File: config.mk
export PLATFORM = sky130hd
export DESIGN_NAME = if_fetch_stage
export DESIGN_NICKNAME = d
export VERILOG_FILES = /design/src/rtl/if_fetch_stage_pkg.sv /design/src/rtl/if_fetch_stage_next_pc.sv /design/src/rtl/if_fetch_stage.sv
export SDC_FILE = /design/constraint.sdc
export NUM_CORES = 1
export LEC_CHECK = 0
export ABC_AREA = 1
export CAP_MARGIN = 20
export CORE_AREA = 4 4 96 80
export CTS_CLUSTER_SIZE = 25
export DETAILED_ROUTE_END_ITERATION = 7
export DIE_AREA = 0 0 100 84
export DONT_BUFFER_PORTS = 1
export GPL_TIMING_DRIVEN = 0
export PLACE_DENSITY_LB_ADDON = 0.08
export SYNTH_ARGS = -nofsm -noshare
export SYNTH_HDL_FRONTEND = slang
export SYNTH_SLANG_ARGS = --single-unit
File: constraint.sdc
create_clock -name clk -period 1.95 [get_ports clk]
set_clock_uncertainty 0.05 [all_clocks]
set_input_delay 0.39 -clock clk [delete_from_list [all_inputs] [get_ports clk]]
set_output_delay 0.39 -clock clk [all_outputs]
set_load 0.1 [all_outputs]
File: src/rtl/if_fetch_stage_pkg.sv
// Shared constants, encodings and payload types for the instruction fetch stage.
package if_fetch_stage_pkg;

    localparam int unsigned XLEN  = 16;
    localparam int unsigned SEL_W = 3;
    localparam int unsigned CNT_W = 8;

    // Bit positions inside IF_branch_select
    localparam int unsigned SEL_BL  = 2;
    localparam int unsigned SEL_BEQ = 1;
    localparam int unsigned SEL_BR  = 0;

    localparam logic [XLEN-1:0] NOP_ENC      = 16'h0000;
    localparam logic [XLEN-1:0] RESET_PC_DEF = 16'h0000;

    typedef enum logic {
        ST_BOOT = 1'b0,
        ST_RUN  = 1'b1
    } fetch_state_e;

    typedef struct packed {
        logic [XLEN-1:0] instr;
        logic [XLEN-1:0] pc;
        logic [XLEN-1:0] pc_plus1;
        logic            valid;
    } if_id_t;

endpackage

File: src/rtl/if_fetch_stage_next_pc.sv
// Stateless next-PC selection: redirect target, sequential increment or hold.
module if_next_pc_sel
    import if_fetch_stage_pkg::*;
(
    input  logic             run,
    input  logic             redirect,
    input  logic             stall,
    input  logic             imem_ready,
    input  logic [SEL_W-1:0] branch_select,
    input  logic [XLEN-1:0]  pc,
    input  logic [XLEN-1:0]  branch_target,
    input  logic [XLEN-1:0]  branch_return_addr,
    output logic [XLEN-1:0]  pc_plus1_c,
    output logic [XLEN-1:0]  next_pc_c
);

    always_comb begin
        pc_plus1_c = pc + XLEN'(1);
        next_pc_c  = pc;
        if (run) begin
            // Redirect outranks stall and memory wait; select 000 refetches the current PC.
            if (redirect) begin
                if (branch_select[SEL_BL] || branch_select[SEL_BEQ]) begin
                    next_pc_c = branch_target;
                end else if (branch_select[SEL_BR]) begin
                    next_pc_c = branch_return_addr;
                end
            end else if (!stall && imem_ready) begin
                next_pc_c = pc_plus1_c;
            end
        end
    end

endmodule

File: src/rtl/if_fetch_stage.sv
// Instruction fetch stage: PC register, IF/ID pipeline register and redirect counter.
module if_fetch_stage
    import if_fetch_stage_pkg::*;
#(
    parameter logic [XLEN-1:0] RESET_PC  = RESET_PC_DEF,
    parameter logic [XLEN-1:0] NOP_INSTR = NOP_ENC
) (
    input  logic             clk,
    input  logic             rst_n,
    input  logic             stall,
    input  logic             IF_ID_sync_nop,
    input  logic [SEL_W-1:0] IF_branch_select,
    input  logic [XLEN-1:0]  branch_return_addr,
    input  logic [XLEN-1:0]  branch_target,
    output logic [XLEN-1:0]  imem_addr,
    input  logic [XLEN-1:0]  imem_rdata,
    input  logic             imem_ready,
    output logic [XLEN-1:0]  IF_ID_instr,
    output logic [XLEN-1:0]  IF_ID_pc,
    output logic [XLEN-1:0]  IF_ID_pc_plus1,
    output logic             IF_ID_valid,
    output logic [CNT_W-1:0] flush_count
);

    fetch_state_e     state_q, state_d;
    logic [XLEN-1:0]  pc_q, pc_d;
    logic [XLEN-1:0]  pc_plus1_c;
    if_id_t           if_id_q, if_id_d;
    logic [CNT_W-1:0] flush_count_q, flush_count_d;
    logic             run_c;

    assign run_c = (state_q == ST_RUN);

    if_next_pc_sel u_next_pc (
        .run                (run_c),
        .redirect           (IF_ID_sync_nop),
        .stall              (stall),
        .imem_ready         (imem_ready),
        .branch_select      (IF_branch_select),
        .pc                 (pc_q),
        .branch_target      (branch_target),
        .branch_return_addr (branch_return_addr),
        .pc_plus1_c         (pc_plus1_c),
        .next_pc_c          (pc_d)
    );

    // Next-state and IF/ID update; bubbles keep the previous pc fields.
    always_comb begin
        state_d       = state_q;
        if_id_d       = if_id_q;
        flush_count_d = flush_count_q;
        case (state_q)
            ST_BOOT: begin
                state_d       = ST_RUN;
                if_id_d.instr = NOP_INSTR;
                if_id_d.valid = 1'b0;
            end
            ST_RUN: begin
                if (IF_ID_sync_nop) begin
                    if_id_d.instr = NOP_INSTR;
                    if_id_d.valid = 1'b0;
                    if (flush_count_q != '1) begin
                        flush_count_d = flush_count_q + CNT_W'(1);
                    end
                end else if (!stall) begin
                    if (!imem_ready) begin
                        if_id_d.instr = NOP_INSTR;
                        if_id_d.valid = 1'b0;
                    end else begin
                        if_id_d.instr    = imem_rdata;
                        if_id_d.pc       = pc_q;
                        if_id_d.pc_plus1 = pc_plus1_c;
                        if_id_d.valid    = 1'b1;
                    end
                end
            end
        endcase
    end

    always_ff @(posedge clk or negedge rst_n) begin
        if (!rst_n) begin
            state_q       <= ST_BOOT;
            pc_q          <= RESET_PC;
            if_id_q       <= '{instr: NOP_INSTR, pc: '0, pc_plus1: '0, valid: 1'b0};
            flush_count_q <= '0;
        end else begin
            state_q       <= state_d;
            pc_q          <= pc_d;
            if_id_q       <= if_id_d;
            flush_count_q <= flush_count_d;
        end
    end

    assign imem_addr      = pc_q;
    assign IF_ID_instr    = if_id_q.instr;
    assign IF_ID_pc       = if_id_q.pc;
    assign IF_ID_pc_plus1 = if_id_q.pc_plus1;
    assign IF_ID_valid    = if_id_q.valid;
    assign flush_count    = flush_count_q;

endmodule

After elaboration in Yosys (flattened, before gate mapping)
Index checks and enable logic that the tools add are counted.
{"block": "word_totals", "reg_bits": 74, "inputBits": 56, "out_inout_bits": 73, "wordCells": 34}
{"block": "op_classes", "add_sub_neg": 2, "n_eq_ne": 3, "n_mux": 12, "n_bitwise": 3, "reduce_logical": 7}
{"cell": "16-bit 2-to-1 mux", "count": 6}
{"cell": "49-bit 2-to-1 mux", "count": 1}
{"cell": "32-bit 2-to-1 mux", "count": 1}
{"cell": "16-bit case mux with 2 select lines", "count": 1}
{"cell": "16-bit by 1-bit adder with 16-bit output, second input constant", "count": 1}
{"cell": "8-bit by 1-bit adder with 8-bit output, second input constant", "count": 1}
{"cell": "8-bit != test, second input constant", "count": 1}
{"cell": "3-bit AND reduction", "count": 2}
{"cell": "4-bit AND reduction", "count": 1}
{"cell": "3-bit by 1-bit != test with 1-bit output, second input constant", "count": 1}
{"cell": "3-bit != test, second input constant", "count": 1}
{"cell": "1-bit NOT", "count": 3}
{"cell": "1-bit 2-to-1 mux", "count": 2}
{"cell": "1-bit case mux with 2 select lines", "count": 1}
{"cell": "2-bit nonzero test", "count": 1}
{"cell": "1-bit logical AND", "count": 1}
{"cell": "1-bit logical NOT", "count": 1}
{"cell": "1-bit logical OR", "count": 1}

Longest topological paths before layout
{"block": "logic_depth", "depth_word": 5, "ltp_mapped": 8, "mapped_depth_nobuf": 8}

By module
A second synthesis with hierarchy kept.
{"block": "hier_totals", "cells_unflattened": 546, "area_unflattened_um2": 4454.3}
{"module": "if_fetch_stage", "instances": 1, "cells_per_inst": 289, "area_each_um2": 3224.3, "seq_area_each_um2": 1851.8}
{"module": "if_next_pc_sel", "instances": 1, "cells_per_inst": 257, "area_each_um2": 1229.9, "seq_area_each_um2": 0.0}

Worst setup path after synthesis
No wires, ideal clock.
{"block": "synth_path", "path_kind": "reg-to-reg", "startpoint": "register flush_count_q[0] (netlist: flush_count[0])", "endpoint": "register flush_count_q[4] (netlist: flush_count[4])", "setup_ns": 0.126, "arrival_ns": 2.021, "setup_slack_ns": -0.247, "path_stages_with_launch": 9, "n_path_buf": 0, "period_less_slack_ns": 2.197, "cell_sequence": "dfrtp_1 > ha_1 > nand3_1 > nor3_2 > nand3_2 > nand2_4 > inv_2 > nand2_1 > o21ai_1"}
{"block": "synth_via", "elab_chain_len": 2, "word_cells_on_any_way": 3}
{"item": "from (decl)", "line": "if_fetch_stage.sv:29", "text": "logic [CNT_W-1:0] flush_count_q, flush_count_d;"}
{"item": "from (signal assigned)", "line": "if_fetch_stage.sv:90", "text": "flush_count_q <= flush_count_d;"}
{"item": "parallel branches: the longest is 2 deep, another holds 8-bit by 1-bit adder with 8-bit output"}
Parallel ways; which one is timed is not known.
A chain may end at the register's enable or synchronous reset.

Worst setup path after layout
{"block": "layout_path", "startpoint": "register flush_count_q[0] (netlist: flush_count[0])", "endpoint": "register flush_count_q[2] (netlist: flush_count[2])"}
The elaborated chain is that of the path after synthesis.

==> run summary <==
Number of endpoints with negative hold slack in the final report: 74. The number of H-tree branching levels was 3; the horizontal extent of the die was 100 um. The run gives 1520 um^2 as the multi-input gate area in the final layout. The average wire length per cell after detail routing is 17.1 um.

The post-synthesis average cell area is 7.93 um^2. Setup repair after global routing left no endpoint under its margin. The core occupancy in the finished layout is 59.6%. Total power for the finished layout comes to 6340 uW.

The global placer's final weighted congestion is 0.868, and the data arrival time of the worst path is 2.09 ns. Post-synth net total: 513. Number of design-rule violations left by the first detailed-router iteration: 190. For the max-slew violation count, the log shows 0. For this run, design rule violations remaining after detail routing come to 0. For this run, the number of Yosys warnings is 0.

The later pin in the worst-skew pair is clocked with a latency of 0.35 ns. The run finished, with violations left. The number of ports placed on the die boundary is 129, and the worst setup slack after placement is -0.260 ns.

The wire length on met2 was 4.28 mm. For this configuration, the core starts out at a cell density of 53.7%. The clock tree buffer depth is 2. The final reports fail on hold timing. The internal power of the cells totals 2630 uW. The first-pass detailed-route iteration total is 5, and the number of endpoints failing setup at the final stage is 0. The worst relative slew slack was 34.2%; the switching share of power was 58.5%. The synthesized design spends more area on one cell type than any other, namely sky130_fd_sc_hd__dfrtp_1. The switching power is 3710 uW, and the area fraction of the dominant cell type after synthesis is 51.3%. Detailed routing inserted a total of 2979 vias. Register-to-register setup slack: 0.07 ns. Counting the fill cells in the layout gives 609. After detailed placement, the design holds a cell count of 542. The run gives 560 as the post-layout instance count excluding filler cells. After clock tree synthesis, the clock-pin slew on the worst setup and hold paths is 0.09 ns. The run gives 9 as the CTS buffer count. The startpoint of the worst-slack reg-to-reg timing path is flush_count[0]. Combinational logic burns 11.8% of the power. The tools report the unique cell type count in the Yosys netlist as 28. TritonCTS built the clock tree.

Share of the clock period used by the worst path: 96.3%. Counting every instance in the synthesized netlist gives 455. The total power per unit cell area is 1580 nW/um^2.

In the final design database the tool counted 526 nets. The tree is rooted in a sky130_fd_sc_hd__clkbuf_8. The fraction of final layout cells with drive strength greater than 1 was 15.9%; the number of sinks on the clock net was 74.

The tools report the remaining global-route overflow as 0. The tools report the total placed instance area as 3730 um^2. The post-synthesis instance area was 3610 um^2; the portion of the post-synthesis area used by sequential elements was 51.3%. The critical path goes through ha_4 > nand3_1 > nor3_4 > nand3_2 > nand2_4 > buf_12 > nand2_1 > o21ai_0. The routed design uses 893 um of met3 wire.

The overall die height was 84 um. By area the synthesized netlist is led by sky130_fd_sc_hd__dfrtp_1 51%, sky130_fd_sc_hd__nand2_1 14%, sky130_fd_sc_hd__o21ai_0 5.3%. Summing all flip-flop and latch instances after layout gives 1900 um^2. The number of antenna violations at the first check in global routing was 0; the total die area was 8400 um^2.

The count of maximum capacitance violations came out at 0. Across the VDD grid, the largest voltage drop is 1.19 mV. The cell family contributing the most delay on the critical path is simple AND/OR/NAND/NOR gates. STA classifies the critical path endpoint as a register.

Static timing analysis puts the maximum clock frequency at 0.533 GHz. In this run the worst path has a maximum fanout of 8. The largest stage delay on the critical path works out to 0.65 ns. Class of the most critical setup path: register to register. The worst path setup slack after routing is 0.0729 ns. The final non-filler cell area was 4010 um^2; the actual transition at the worst max-transition pin was 0.987 ns.

The logs give 6.98 mm for the post-DP HPWL and 0 for the number of inserted diodes. The time the worst path needs with I/O delays and setup works out to 1.88 ns. Worst reg2reg path endpoint: flush_count[2]. Startpoint class of the critical path: a register. The run gives 75 as the pin count of the biggest net entering global routing. Buffers plus inverters on the worst setup path: 1. Counting cells, the worst reg-to-reg path comes to 8. The met1 wire length came out at 4.25 mm.

Layout overhead on the synthesized area: 11.1%. Slowest cell on the critical path: sky130_fd_sc_hd__dfrtp_4. The static power due to leakage is 0.00192 uW, and the via count of the first global-routing pass is 2995.

Registers are responsible for 71.0% of the overall power. Counting flops and latches in the post-synthesis netlist gives 74. In this run, the clock network consumes 17.2% of the power. The worst hold path belongs to the class input port to async pin. The first global-routing pass estimated 15.3 mm of wire. The worst hold slack across all endpoints was -0.329 ns; the required time at the endpoint of the critical path was 2.16 ns. The detailed-route vias per instance works out to 5.32. The number of routed nets with antenna violations was 0. The logs give 23.2% for the overall fraction of global-route tracks in use and 6720 um^2 for the area of the core. The topmost layer with routed signal wires was met4. The logs give 27 for the count of standard-cell rows and 9.56 mm for the detailed-route wire length. In this run the tool buffered the top-level ports with 0 buffer cells.
## registers in the layout, indices dropped and copies added, names as in the netlist
register / flops
IF_ID_pc: 16
imem_addr: 16
IF_ID_instr: 16
IF_ID_valid: 1
run_c: 1
IF_ID_pc_plus1: 16
flush_count: 8
## layout make-up
cell class,instances,share of cell area [%]
plain buffers,17,2.34
well taps,87,2.72
clock buffers,9,3.09
inverters,47,4.40
multi-input cells,317,38.0
clock inverters,7,1.31
flip-flops and latches,74,47.5
repair buffers,2,0.687
## layout by cell type, fill, tap and decap left out, drive strengths merged
| cell type | n |
|---|---|
| nor2 | 56 |
| a21oi | 7 |
| nand4 | 2 |
| inv | 50 |
| ha | 2 |
| clkbuf | 13 |
| xnor2 | 4 |
| nor3 | 3 |
| dfrtp | 74 |
| o21ai | 57 |
| buf | 15 |
| xor2 | 10 |
| clkinvlp | 1 |
| a31oi | 4 |
| conb | 1 |
| clkinv | 3 |
| o22ai | 3 |
| nand2 | 139 |
| nand3 | 29 |
## through the flow
step                hold WS [ns]  TNS, ns
floorplan                 0.0444        0
CTS                       -0.336        0
global route              -0.354        0
global placement          0.0461    -3.40
detailed placement        0.0464    -3.88
finish                    -0.329        0
## how the worst max path moves through the flow
stage | startpoint | endpoint | cells past startpoint
finish | flush_count[0] | flush_count[2] | 8
detailed placement | imem_addr[6] | imem_addr[11] | 8
global route | imem_addr[0] | imem_addr[9] | 6
global placement | imem_addr[6] | imem_addr[11] | 8
floorplan | imem_addr[10] | imem_addr[15] | 7
CTS | flush_count[0] | flush_count[6] | 8
## synthesized netlist by cell type, drive strengths merged
| cell | n |
|---|---|
| dfrtp | 74 |
| buf | 13 |
| nand4 | 2 |
| ha | 2 |
| o21ai | 57 |
| nor3 | 3 |
| o22ai | 3 |
| xor2 | 10 |
| inv | 47 |
| clkbuf | 4 |
| a21oi | 7 |
| a31oi | 4 |
| conb | 1 |
| nand2 | 139 |
| nand3 | 29 |
| nor2 | 56 |
| xnor2 | 4 |
## timing repair
item | 4_1_cts | 5_1_grt
pin swaps | 0 | 2
buffers inserted | 0 | 2
endpoints found under the hold margin | 74 | 74
resized for setup | 13 | 14
setup endpoints to repair | 29 | 12
## cell families (layout without fill, tap and decap cells)
logic type,count (synthesis),count (layout),share of synthesized area [%]
and+or+nand+nor,229,229,26.7
other,1,1,0.104
AOI/OAI and AO/OA,71,71,10.3
adders and majority gates,2,2,0.694
DFF,74,74,51.3
buffers and inverters,64,82,7.49
xor gates and xnor gates,14,14,3.40
## power groups by stage
stage | combinational, uW | sequential (uW) | clock, uW
after detailed placement | 711 | 4480 | 0
final | 745 | 4500 | 1090
after global placement | 691 | 4480 | 0
after floorplan | 584 | 4370 | 0
after CTS | 712 | 4480 | 1110
after global routing | 873 | 4550 | 1180
## metal layers
layer	vias up	global-route usage, %
met5	-	0
met4	0	5.75
met3	15	7.94
met2	120	35.4
met1	1387	31.6
li1	1457	-
Power figures use the tool's default switching activity.
